$ cat src/rtl/qdr_multi_sniffer.sv
// qdr_multi_sniffer: arbitrates NPORTS slave ports onto one QDR controller
// command port, tracks outstanding reads in a tag FIFO so in-order read
// returns are steered to the owning port, and sequences the QDR reset pulse.
module qdr_multi_sniffer #(
   parameter int NPORTS         = 2,
   parameter int QDR_DATA_WIDTH = 18,
   parameter int QDR_BW_WIDTH   = 2,
   parameter int QDR_ADDR_WIDTH = 22,
   parameter int RD_DEPTH       = 16,
   parameter int RST_CYCLES     = 64
) (
   input  logic                                  qdr_clk,
   input  logic                                  qdr_rst_n,
   input  logic [NPORTS*QDR_ADDR_WIDTH-1:0]      slave_addr,
   input  logic [NPORTS-1:0]                     slave_wr_strb,
   input  logic [NPORTS*2*QDR_DATA_WIDTH-1:0]    slave_wr_data,
   input  logic [NPORTS*2*QDR_BW_WIDTH-1:0]      slave_wr_be,
   input  logic [NPORTS-1:0]                     slave_rd_strb,
   output logic [NPORTS-1:0]                     slave_ack,
   output logic [2*QDR_DATA_WIDTH-1:0]           slave_rd_data,
   output logic [NPORTS-1:0]                     slave_rd_dvld,
   output logic [QDR_ADDR_WIDTH-1:0]             master_addr,
   output logic                                  master_wr_strb,
   output logic [2*QDR_DATA_WIDTH-1:0]           master_wr_data,
   output logic [2*QDR_BW_WIDTH-1:0]             master_wr_be,
   output logic                                  master_rd_strb,
   input  logic [2*QDR_DATA_WIDTH-1:0]           master_rd_data,
   input  logic                                  master_rd_dvld,
   input  logic                                  phy_rdy,
   input  logic                                  cal_fail,
   input  logic                                  prio_mode,
   input  logic                                  reset_req,
   output logic                                  rd_err,
   output logic                                  qdr_reset
);

   localparam int DW     = 2*QDR_DATA_WIDTH;
   localparam int BW     = 2*QDR_BW_WIDTH;
   localparam int AW     = QDR_ADDR_WIDTH;
   localparam int TAG_W  = (NPORTS > 1) ? $clog2(NPORTS) : 1;
   localparam int PTR_W  = (RD_DEPTH > 1) ? $clog2(RD_DEPTH) : 1;
   localparam int CNT_W  = PTR_W + 1;
   localparam int RCNT_W = $clog2(RST_CYCLES + 2);

   logic [NPORTS-1:0] ack_q, ack_d;
   logic [NPORTS-1:0] rd_dvld_q, rd_dvld_d;
   logic [DW-1:0]     rd_data_q, rd_data_d;
   logic [AW-1:0]     maddr_q, maddr_d;
   logic [DW-1:0]     mwdata_q, mwdata_d;
   logic [BW-1:0]     mbe_q, mbe_d;
   logic              mwr_q, mwr_d;
   logic              mrd_q, mrd_d;
   logic              rd_err_q, rd_err_d;
   logic [RCNT_W-1:0] rst_cnt_q, rst_cnt_d;
   logic              reset_req_q;
   logic [TAG_W-1:0]  rr_ptr_q, rr_ptr_d;
   logic [PTR_W-1:0]  wr_ptr_q, wr_ptr_d, rd_ptr_q, rd_ptr_d;
   logic [CNT_W-1:0]  cnt_q, cnt_d;
   logic [TAG_W-1:0]  tag_mem_q [RD_DEPTH];

   logic              rst_edge, qdr_reset_i, blk, fifo_full, grant_en;
   logic [NPORTS-1:0] elig;
   logic              gnt_vld, gnt_is_wr, push, pop, orphan;
   logic [TAG_W-1:0]  gnt_idx, pop_tag;
   logic [AW-1:0]     sel_addr;
   logic [DW-1:0]     sel_wdata;
   logic [BW-1:0]     sel_be;
   int                scan;

   // Blocking conditions and per-port eligibility (a port acked last cycle sits out)
   always_comb begin
      rst_edge    = reset_req & ~reset_req_q;
      qdr_reset_i = (rst_cnt_q != '0);
      blk         = qdr_reset_i | rst_edge;
      fifo_full   = (cnt_q == CNT_W'(RD_DEPTH));
      elig        = ~ack_q & (slave_wr_strb | (slave_rd_strb & {NPORTS{~fifo_full}}));
      grant_en    = phy_rdy & ~cal_fail & ~blk;
   end

   // Arbiter: scan starts at port 0 (fixed) or after the last grant (round-robin)
   always_comb begin
      gnt_vld = 1'b0;
      gnt_idx = '0;
      scan    = 0;
      if (grant_en) begin
         for (int i = 0; i < NPORTS; i++) begin
            scan = prio_mode ? i : (int'(rr_ptr_q) + i) % NPORTS;
            for (int j = 0; j < NPORTS; j++) begin
               if (!gnt_vld && (j == scan) && elig[j]) begin
                  gnt_vld = 1'b1;
                  gnt_idx = TAG_W'(j);
               end
            end
         end
      end
   end

   // Mux the granted port's command fields; write wins over a simultaneous read
   always_comb begin
      gnt_is_wr = 1'b0;
      sel_addr  = '0;
      sel_wdata = '0;
      sel_be    = '0;
      ack_d     = '0;
      for (int j = 0; j < NPORTS; j++) begin
         if (gnt_vld && (int'(gnt_idx) == j)) begin
            gnt_is_wr = slave_wr_strb[j];
            sel_addr  = slave_addr[j*AW +: AW];
            sel_wdata = slave_wr_data[j*DW +: DW];
            sel_be    = slave_wr_be[j*BW +: BW];
            ack_d[j]  = 1'b1;
         end
      end
   end

   // Next-state for command outputs, tag FIFO, read return and reset pulse
   always_comb begin
      push     = gnt_vld & ~gnt_is_wr;
      pop      = master_rd_dvld & ~blk & (cnt_q != '0);
      orphan   = master_rd_dvld & ~blk & (cnt_q == '0);
      pop_tag  = tag_mem_q[rd_ptr_q];

      maddr_d  = gnt_vld ? sel_addr  : maddr_q;
      mwdata_d = gnt_vld ? sel_wdata : mwdata_q;
      mbe_d    = gnt_vld ? sel_be    : mbe_q;
      mwr_d    = gnt_vld & gnt_is_wr;
      mrd_d    = push;
      rr_ptr_d = gnt_vld ? TAG_W'((int'(gnt_idx) + 1) % NPORTS) : rr_ptr_q;

      wr_ptr_d = push ? wr_ptr_q + PTR_W'(1) : wr_ptr_q;
      rd_ptr_d = pop  ? rd_ptr_q + PTR_W'(1) : rd_ptr_q;
      cnt_d    = cnt_q;
      if (push && !pop)
         cnt_d = cnt_q + CNT_W'(1);
      else if (pop && !push)
         cnt_d = cnt_q - CNT_W'(1);
      if (blk) begin
         wr_ptr_d = '0;
         rd_ptr_d = '0;
         cnt_d    = '0;
      end

      rd_data_d = pop ? master_rd_data : rd_data_q;
      rd_dvld_d = '0;
      for (int j = 0; j < NPORTS; j++)
         rd_dvld_d[j] = pop && (int'(pop_tag) == j);
      rd_err_d = rd_err_q | orphan;

      if (rst_edge)
         rst_cnt_d = RCNT_W'(RST_CYCLES);
      else if (qdr_reset_i)
         rst_cnt_d = rst_cnt_q - RCNT_W'(1);
      else
         rst_cnt_d = rst_cnt_q;
   end

   // State registers; reset loads one extra count so qdr_reset spans RST_CYCLES full cycles after release
   always_ff @(posedge qdr_clk) begin
      if (!qdr_rst_n) begin
         ack_q       <= '0;
         rd_dvld_q   <= '0;
         rd_data_q   <= '0;
         maddr_q     <= '0;
         mwdata_q    <= '0;
         mbe_q       <= '0;
         mwr_q       <= 1'b0;
         mrd_q       <= 1'b0;
         rd_err_q    <= 1'b0;
         rst_cnt_q   <= RCNT_W'(RST_CYCLES + 1);
         reset_req_q <= 1'b0;
         rr_ptr_q    <= '0;
         wr_ptr_q    <= '0;
         rd_ptr_q    <= '0;
         cnt_q       <= '0;
      end else begin
         ack_q       <= ack_d;
         rd_dvld_q   <= rd_dvld_d;
         rd_data_q   <= rd_data_d;
         maddr_q     <= maddr_d;
         mwdata_q    <= mwdata_d;
         mbe_q       <= mbe_d;
         mwr_q       <= mwr_d;
         mrd_q       <= mrd_d;
         rd_err_q    <= rd_err_d;
         rst_cnt_q   <= rst_cnt_d;
         reset_req_q <= reset_req;
         rr_ptr_q    <= rr_ptr_d;
         wr_ptr_q    <= wr_ptr_d;
         rd_ptr_q    <= rd_ptr_d;
         cnt_q       <= cnt_d;
      end
   end

   // Tag storage: owning port of each outstanding read, in issue order
   always_ff @(posedge qdr_clk) begin
      if (qdr_rst_n && push)
         tag_mem_q[wr_ptr_q] <= gnt_idx;
   end

   assign slave_ack      = ack_q;
   assign slave_rd_dvld  = rd_dvld_q;
   assign slave_rd_data  = rd_data_q;
   assign master_addr    = maddr_q;
   assign master_wr_data = mwdata_q;
   assign master_wr_be   = mbe_q;
   assign master_wr_strb = mwr_q;
   assign master_rd_strb = mrd_q;
   assign rd_err         = rd_err_q;
   assign qdr_reset      = qdr_reset_i;

endmodule

$ cat config.mk
export PLATFORM = sky130hd
export DESIGN_NAME = qdr_multi_sniffer
export DESIGN_NICKNAME = d
export VERILOG_FILES = /design/src/rtl/qdr_multi_sniffer.sv
export SDC_FILE = /design/constraint.sdc
export NUM_CORES = 1
export LEC_CHECK = 0
export ABC_AREA = 1
export CORE_AREA = 2 2 106 108
export CTS_BUF_LIST = sky130_fd_sc_hd__clkbuf_4 sky130_fd_sc_hd__clkbuf_8 sky130_fd_sc_hd__clkbuf_16
export CTS_CLUSTER_SIZE = 14
export DETAILED_ROUTE_END_ITERATION = 8
export DIE_AREA = 0 0 108 110
export DONT_BUFFER_PORTS = 1
export PLACE_DENSITY = 0.77
export SLEW_MARGIN = 15
export SYNTH_ARGS = -nofsm -noshare
export SYNTH_HDL_FRONTEND = slang
export SYNTH_SLANG_ARGS = --single-unit
$ cat constraint.sdc
create_clock -name qdr_clk -period 2.7 [get_ports qdr_clk]
set_input_delay 0.135 -clock qdr_clk [delete_from_list [all_inputs] [get_ports qdr_clk]]
set_output_delay 0.135 -clock qdr_clk [all_outputs]
set_load 0.05 [all_outputs]
# Word level (Yosys, flattened, before mapping)
# Memory sizes are Yosys's and may differ from the RTL's. A register that Yosys moved wholly into a read port is not among the register bits.
# Index checks and enable logic that the tools add are counted.
# totals
regBits	127
ram_bits	16
inputBits	171
output_inout_bits	106
elab_cells	110
n_memories	1
# memory_table
memory	words	word_bits	read_ports	rd_ports_with_merged_regs	write_ports	line_no	text
tag_mem_q	16	1	1	1	1	59	logic [TAG_W-1:0] tag_mem_q [RD_DEPTH];
# op_classes
add_sub_neg	7
eq_ne	3
mux	32
bitwise_logic	23
reduce_logical	28
# ops
op	count
2-to-1 mux 36 bit	2
logical NOT 32 bit	2
2-to-1 mux 22 bit	2
equality test 2 x 32 -> 1 bit, first input constant	1
2-to-1 mux 32 bit	1
2-to-1 mux 1 bit	21
2-to-1 mux 4 bit	4
logical AND 1 bit	14
2-to-1 mux 5 bit	2
adder 4 x 1 -> 4 bit, second input constant	2
bitwise AND 1 bit	8
inverter 1 bit	8
nonzero test 7 bit	1
subtractor 7 x 1 -> 7 bit, second input constant	1
adder 5 x 1 -> 5 bit, second input constant	1
equality test 5 bit, second input constant	1
logical NOT 1 bit	5
logical NOT 5 bit	1
nonzero test 5 bit	1
subtractor 5 x 1 -> 5 bit, second input constant	1
bitwise AND 2 bit	2
nonzero test 2 bit	2
OR reduction 2 bit	2
adder 1 bit, second input constant	2
other kinds (5)	6

# Depth between registers and ports, before layout
# Gate-level depths: netlist of run 1.
# depth
word_depth	33
mapped_depth	20
depth_no_buf	20

# Worst setup path after synthesis of run 1
# Ideal clock, no wire load.
# synth_timing
path_type	register to register
from	reg rst_cnt_q[0]
to	reg cnt_q[4]
setup_time_ns	0.119
arrival_ns	2.816
required_time_ns	2.581
path_slack_ns	-0.235
path_stages_with_launch	21
n_path_buf	0
cell_sequence	dfxtp_1 inv_1 ha_1 nand2_2 nor2_4 nand3_2 nor2_1 nand2_1 nand3_1 nand2_1 nor2_4 ha_1 inv_1 fa_1 inv_1 o21ai_0 a21oi_1 o21ai_0 a21o_1 o21ai_0 a21oi_1
# synth_between
elab_chain_cells	14
# synth_rtl
item	line_no	text
start: declaration	54	logic [RCNT_W-1:0] rst_cnt_q, rst_cnt_d;
start signal: assignment	169	rst_cnt_q <= RCNT_W'(RST_CYCLES + 1);
start signal: assignment	185	rst_cnt_q <= rst_cnt_d;
nonzero test 7 bit *	73	qdr_reset_i = (rst_cnt_q != '0);
bitwise OR 1 bit *	74	blk = qdr_reset_i | rst_edge;
inverter 1 bit *	77	grant_en = phy_rdy & ~cal_fail & ~blk;
bitwise AND 1 bit *	77	
2-to-1 mux 1 bit	85	if (grant_en) begin
inverter 1 bit	106	if (gnt_vld && (int'(gnt_idx) == j)) begin
logical AND 1 bit	106	
2-to-1 mux 1 bit (2 in a row)	106	
inverter 1 bit	118	push = gnt_vld & ~gnt_is_wr;
bitwise AND 1 bit *	118	
net mrd_d	52	logic mrd_q, mrd_d;
logical NOT 1 bit	135	else if (pop && !push)
logical AND 1 bit	135	
nonzero test 2 bit (no line)	--	
end signal: assignment	190	cnt_q <= cnt_d;
end: declaration	58	logic [CNT_W-1:0] cnt_q, cnt_d;
# The timed path passes the listed nets; every way through them passes the cells marked *.
# A chain may end at the register's enable or synchronous reset.

# Worst setup path after layout of run 1
# layout_timing
from	reg rst_cnt_q[1]
to	reg cnt_q[4]
# Same word-level chain as after synthesis.

==> results of run 1 <==
through the flow:
stage	power (µW)	cells	hold WS [ps]	TNS (ps)
floorplan	2370	692	228	0
detailed placement	2380	810	236	-80.1
CTS	4870	1013	99.6	0
global placement	2370	810	227	0
global route	5030	1018	35.8	-289
finish	4900	1021	24.6	-96.4
cells in the mapped netlist, drive strengths merged (2+ instances only):
| master | number | area (µm²) |
|---|---|---|
| clkinv | 2 | 7.51 |
| buf | 14 | 103 |
| clkbuf | 26 | 97.6 |
| mux2i | 4 | 40.0 |
| ha | 10 | 125 |
| inv | 40 | 150 |
| edfxtp | 16 | 480 |
| nor2 | 48 | 205 |
| o211ai | 4 | 30.0 |
| nand4 | 3 | 18.8 |
| nand3 | 15 | 80.1 |
| xnor2 | 2 | 17.5 |
| nor3 | 4 | 31.3 |
| dfxtp | 131 | 2620 |
| xor2 | 3 | 26.3 |
| o21a | 3 | 22.5 |
| o21ai | 13 | 65.1 |
| a32oi | 62 | 543 |
| nand2 | 233 | 880 |
| a21oi | 50 | 254 |
per-layer routing:
| metal | wire length (µm) | up-vias | global-route usage [%] |
|---|---|---|---|
| met5 | 0 | - | 0 |
| met1 | 6870 | 2860 | 32.1 |
| met4 | 1480 | 0 | 23.3 |
| met3 | 2070 | 139 | 12.8 |
| li1 | - | 2709 | - |
| met2 | 10600 | 427 | 58.7 |
area by class of cell:
class / count / area, µm²
well taps: 140 / 175
repair buffers: 194 / 1920
clock buffers: 18 / 422
flip-flops and latches: 147 / 3100
diodes: 3 / 7.51
clock inverters: 14 / 165
inverters: 42 / 160
multi-input cells: 463 / 2530
fillers: 588 / 2220
report_power, final:
group | leakage, µW | switching, µW | internal [µW] | total, µW
clock network | 0.000291 | 1040 | 1280 | 2320
logic | 0.00195 | 134 | 205 | 339
registers | 0.00118 | 30.0 | 2220 | 2250
total | 0.00343 | 1200 | 3700 | 4900
timing repair:
| item | in CTS | in global routing |
|---|---|---|
| buffers inserted | 3 | 5 |
| hold buffers | 168 | 0 |
| setup endpoints to repair | 1 | 36 |
| pin swaps | 5 | 14 |
| hold endpoints to repair | 127 | 0 |
| gates resized for setup | 4 | 12 |
worst min-delay path: stages:
cell     delay (ps)
nand3_2          80
ha_4            150
xor2_1           60
nor2_1           80
worst paths after layout:
| kind | from | endpoint |
|---|---|---|
| worst max-delay path | rst_cnt_q[1] | cnt_q[4] |
| worst min-delay path | master_rd_dvld | cnt_q[0] |
| worst max register to register | rst_cnt_q[1] | cnt_q[4] |
| worst min register to register | rr_ptr_q | rr_ptr_q |
layout by cell type, fill, tap and decap left out, drive strengths merged:
cell,count
xor2,3
o21a,3
dlygate4sd3,167
a21o,1
a311oi,1
or2,1
buf,27
o21ai,13
nor2,48
nor3,4
nand2,233
a21oi,50
nand3,15
a31o,1
dfxtp,131
mux2i,4
inv,47
a32oi,62
fa,1
edfxtp,16
and3,1
o21bai,1
o211ai,4
o22ai,1
ha,10
o31ai,1
clkbuf,18
nand4,3
bufinv,1
xnor2,2
diode,3
clkinv,8
flip-flops by register name, summed over array words and instances (netlist names), 2 cells and up, named ones only:
| name | flops |
|---|---|
| master_wr_data | 36 |
| wr_ptr_q | 4 |
| rd_ptr_q | 4 |
| master_wr_be | 4 |
| slave_rd_data | 36 |
| slave_ack | 2 |
| tag_mem_q | 16 |
| slave_rd_dvld | 2 |
| master_addr | 22 |
| cnt_q | 5 |
| rst_cnt_q | 7 |
cells by family after synthesis:
group                    count (synthesis)  synth area share [%]
AND/OR/NAND/NOR                        305                  20.9
flip-flops                             147                  52.8
AO/OA/AOI/OAI                          138                  16.3
buffers and inverters                   82                  6.09
adder cells (fa/ha/maj)                 11                  2.47
XOR/XNOR                                 5                 0.745
multiplexers                             4                 0.681
==> summary.md, run 1 <==
| Metric | Value |
|---|---|
| Hold depth | `4` |
| Number of global-route vias before repair | `6085` |
| VDD IR max | `349 µV` |
| CP delay by family, top | `simple AND/OR/NAND/NOR gates` |
| Worst path depth | `20` |
| Largest net degree at the start of global routing | `76` |
| Post-DP Area | `0.00607 mm²` |
| Asr flop ratio synth | `0%` |
| CP Capture Type | `register` |
| Final Setup Violations | `1` |
| Routed Antenna Nets | `0` |
| Half-perimeter wire length after placement | `10.9 mm` |
| Critical path fanouts, max | `4` |
| Clock Tree Buf Depth | `2` |
| Leak Pwr | `0.00343 µW` |
| Setup ws final | `-96.4 ps` |
| Worst EP arrival | `3220 ps` |
| Worst path bufs/invs | `3` |
| Iter 0 DRT Violations | `560` |
| Worst min-delay path class | `primary input to register` |
| Initial Util | `between 50% and 60%` |
| Routed via count | `approximately 6100` |
| Syn Nets | `874` |
| Cells after synthesis | `692` |
| P&R area growth vs syn | `44.3%` |
| Final-report max-slew violation count | `0` |
| Final hold vios | `0` |
| Dpl ws | `-80.1 ps` |
| Core ar. | `0.0107 mm²` |
| CP max-delay cell | `fa_2` |
| Synthesized cell area | `0.00588 mm²` |
| Clock sinks | `147` |
| Register area share after synthesis | `52.8%` |
| Synth unique cells | `39` |
| Critical path, cell by cell | `inv_2 > ha_4 > nand2_4 > nor2_4 > nand3_4 > nor2_4 > nand2_2 > nand3_2 > nand2_2 > nor2_4 > ha_4 > inv_4 > fa_2 > inv_2 > o21ai_2 > a21oi_2 > o21ai_1 > a21o_1 > o21ai_1 > a21oi_1` |
| Port bufs | `0` |
| DR pass1 iterations | `7` |
| CTS tree | `built` |
| H-tree lvl count | `4` |
| Req. time, crit path | `3120 ps` |
| Fraction of layout cells with a size suffix above 1 | `between 10% and 20%` |
| Max_cap viols | `0` |
| Most frequent cell on the critical path | `nor2_4` |
| TritonCTS Buffers | `17` |
| Seq cells post-synth | `147` |
| Final wirelength | `around 21 mm` |
| Vias/cell | `6.01` |
| Synth Flop Type | `dfxtp_1` |
| Max incr delay on CP | `370 ps` |
| RSZ-0062 raised after global routing | `true` |
| Gr usage total | `between 30% and 40%` |
| Root Buffer | `clkbuf_8` |
| Total grt overflow | `0` |
| F_max | `358 MHz` |
| Register clock-pin slew on the reported worst setup and hold paths | `~70 ps` |
| Die height | `110 µm` |
| Worst R2R Setup Slack | `-100 ps` |
| Die ar. | `approximately 0.012 mm²` |
| Clk Latency, worst-skew pair | `530 ps` |
| Final core utilization | `79.3%` |
| Crit Path Category | `register to register` |
| Mean Syn Cell Area | `between 8 and 9 µm²` |
| Fin crit share | `104%` |
| R2r worst-path depth | `20` |
| Worst Max-Slew Pin Slew | `706 ps` |
| Final instance area | `0.00848 mm²` |
| First-pass GRT wire length | `30.1 mm` |
| Routed length per instance | `20.6 µm` |
| Initial antenna violation count | `0` |
| Placer congestion estimate | `0.888` |
| Status | `finished with violations` |
| Fin crit period | `roughly 2800 ps` |
| # DRC | `0` |
| Row cnt | `38` |
| I/O Pins | `277` |
| Slew HR | `52.9%` |
| Setup crit start kind | `register` |
| Die X | `108 µm` |
| Clk_skew | `roughly 14 ps` |
| EDFF count, synth | `16` |
| Nets | `1047` |
| Failing checks | `negative setup slack` |
| Cell Pwr Density | `between 500 and 600 mW/mm²` |
| Synth Warn # | `0` |
(Power assumes the default switching activity.)
==> inputs of run 2 (changes only) <==
MAX_ROUTING_LAYER = met4   (was unset)
==> summary.md, run 2 (same netlist as run 1, synthesis figures left out) <==
| Metric | Value |
|---|---|
| Status | `finished with violations (unchanged)` |
| Failing checks | `negative setup slack (unchanged)` |
| Leak Pwr | `0.00343 µW (unchanged)` |
| Row cnt | `38 (unchanged)` |
| Most common cell after layout, fill and taps aside | `nand2_1 (unchanged)` |
| RSZ-0062 raised after global routing | `true (unchanged)` |
| Clock sinks | `147 (unchanged)` |
| Hold depth | `4 (unchanged)` |
| First-pass GRT wire length | `30.2 mm (was 30.1 mm)` |
| Initial antenna violation count | `0 (unchanged)` |
| Setup ws final | `-117 ps (was -96.4 ps)` |
| Fraction of layout cells with a size suffix above 1 | `10.7% (unchanged)` |
| Worst Max-Slew Pin Slew | `696 ps (was 706 ps)` |
| Nets | `1047 (unchanged)` |
| VDD IR max | `344 µV (was 349 µV)` |
| Total grt overflow | `0 (unchanged)` |
| Port bufs | `0 (unchanged)` |
| Fin crit period | `2820 ps (was 2800 ps)` |
| Grt met1 use | `32.7% (was 32.1%)` |
| Routed length per instance | `20.6 µm (about the same)` |
| F_max | `355 MHz (was 358 MHz)` |
| RR Startpoint | `rst_cnt_q[1] (unchanged)` |
| Half-perimeter wire length after placement | `10.9 mm (unchanged)` |
| P&R area growth vs syn | `44.3% (unchanged)` |
| Grt peak-use layer | `met2 (unchanged)` |
| Final wirelength | `21.1 mm (was 21.0 mm)` |
| Max_cap viols | `0 (unchanged)` |
| Gr usage total | `34.3% (was 33.3%)` |
| Number of global-route vias before repair | `6052 (was 6085)` |
| # DRC | `0 (unchanged)` |
| Commonest cells after routing, fill and taps aside | `nand2_1 (229), dlygate4sd3_1 (167), dfxtp_1 (130), a32oi_1 (62), a21oi_1 (47) (unchanged)` |
| Setup crit start kind | `register (unchanged)` |
| Clk_skew | `14.6 ps (was 13.8 ps)` |
| Routed via count | `6154 (was 6135)` |
| Cell Pwr Density | `577 mW/mm² (was 578 mW/mm²)` |
| Clock Tree Buf Depth | `2 (unchanged)` |
| Crit Path Category | `register to register (unchanged)` |
| Die ar. | `0.0119 mm² (unchanged)` |
| Final setup TNS | `-117 ps (was -96.4 ps)` |
| Worst R2R Setup Slack | `-120 ps (was -100 ps)` |
| Register clock-pin slew on the reported worst setup and hold paths | `70 ps (about the same)` |
| Largest net degree at the start of global routing | `76 (unchanged)` |
| Core ar. | `0.0107 mm² (unchanged)` |
| R2r worst-path depth | `20 (unchanged)` |
| Final-report max-slew violation count | `0 (unchanged)` |
| H-tree lvl count | `4 (unchanged)` |
| Iter 0 DRT Violations | `571 (was 560)` |
| Worst min-delay path class | `primary input to register (unchanged)` |
| PnR Total Power | `4890 µW (was 4900 µW)` |
| Fin crit share | `104% (about the same)` |
| DR pass1 iterations | `7 (unchanged)` |
| TritonCTS Buffers | `17 (unchanged)` |
| Placer congestion estimate | `0.903 (was 0.888)` |
| Met2 Use GR | `58.2% (was 58.7%)` |
| Critical path fanouts, max | `4 (unchanged)` |
| Hold endpoint | `cnt_q[0] (unchanged)` |
| Final Setup Violations | `1 (unchanged)` |
| CP Capture Type | `register (unchanged)` |
| CTS tree | `built (unchanged)` |
| Die height | `110 µm (unchanged)` |
| Clk Latency, worst-skew pair | `530 ps (about the same)` |
| Initial Util | `54.9% (unchanged)` |
| Final hold vios | `0 (unchanged)` |
| Met3 GRT Util | `12.1% (was 12.8%)` |
| Root Buffer | `clkbuf_8 (unchanged)` |
| Reg-to-Reg End | `cnt_q[4] (unchanged)` |
| Fill cells | `588 (unchanged)` |
| I/O Pins | `277 (unchanged)` |
| Req. time, crit path | `3120 ps (about the same)` |
| Min-delay src | `master_rd_dvld (unchanged)` |
| Routed Antenna Nets | `0 (unchanged)` |
| Slew HR | `53.6% (was 52.9%)` |
| Die X | `108 µm (unchanged)` |
| Vias/cell | `6.03 (was 6.01)` |
| Worst EP arrival | `3240 ps (was 3220 ps)` |
[run 2: cell counts in the layout (fill, tap and decap cells not counted)]
No cell type changed its count.
[run 2: routing by layer]
layer  part of all wire, %  vias to the layer above
met4                   6.9                        0
met2                    50                      450
met5                     0                        -
li1                      -                     2701
met3                   9.8                      139
met1                    33                     2864
[run 2: report_power, final]
| group | internal [µW] | switching [µW] |
|---|---|---|
| combinational | 205 | 135 |
| clock | 1280 | 1030 |
| sequential | 2220 | 30.0 |
[run 2: cell type report]
class	instances	area (µm²)	area share, %
Tap cell	140	175	2.07
Clock buffer	18	422	4.97
Sequential cell	147	3100	36.6
Multi-Input combinational cell	463	2530	29.8
Inverter	42	160	1.89
Antenna cell	3	7.51	0.0885
Timing Repair Buffer	194	1920	22.6
Clock inverter	14	165	1.95
[run 2: how the worst max path moves through the flow]
| stage | start | end | slack (ps) | depth (start not counted) |
|---|---|---|---|---|
| 2_1_floorplan | rst_cnt_q[1] | cnt_q[4] | 1 | 20 |
| 3_3_place_gp | rst_cnt_q[1] | cnt_q[4] | 30 | 20 |
| 3_5_place_dp | rst_cnt_q[1] | cnt_q[4] | -80 | 20 |
| 4_1_cts | rst_cnt_q[0] | cnt_q[4] | 8 | 20 |
| 5_1_grt | rst_cnt_q[1] | cnt_q[4] | -220 | 20 |
| 6_report | rst_cnt_q[1] | cnt_q[4] | -120 | 20 |
[run 2: timing repair]
item | CTS | global route
gates resized for setup | 4 | 12
setup buffers | 3 | 5
endpoints found under the hold margin | 127 | 0
endpoints found under the setup margin | 1 | 36
pin swaps | 5 | 14
hold buffers | 168 | 0
[run 2: critical path: stages (launching register included)]
cell and delay (ps):
dfxtp_2 330, inv_2 70, ha_4 160, nand2_4 60
nor2_4 150, nand3_4 110, nor2_4 110, nand2_2 70
nand3_2 90, nand2_2 80, nor2_4 150, ha_4 180
inv_4 50, fa_2 370, inv_2 70, o21ai_2 60
a21oi_2 160, o21ai_1 90, a21o_1 170, o21ai_1 140
a21oi_1 60
[run 2: stage by stage]
step           instances  util [%]  hold WS [ps]  cell area, µm²  setup WS, ps
2_1_floorplan        692         -           228            5930         0.986
3_3_place_gp         810      56.7           227            6070          27.5
3_5_place_dp         810      56.7           236            6070         -80.1
4_1_cts             1013      78.5          99.6            8390          7.80
5_1_grt             1018      79.2          37.8            8470          -215
6_report            1021      79.3          20.2            8480          -117
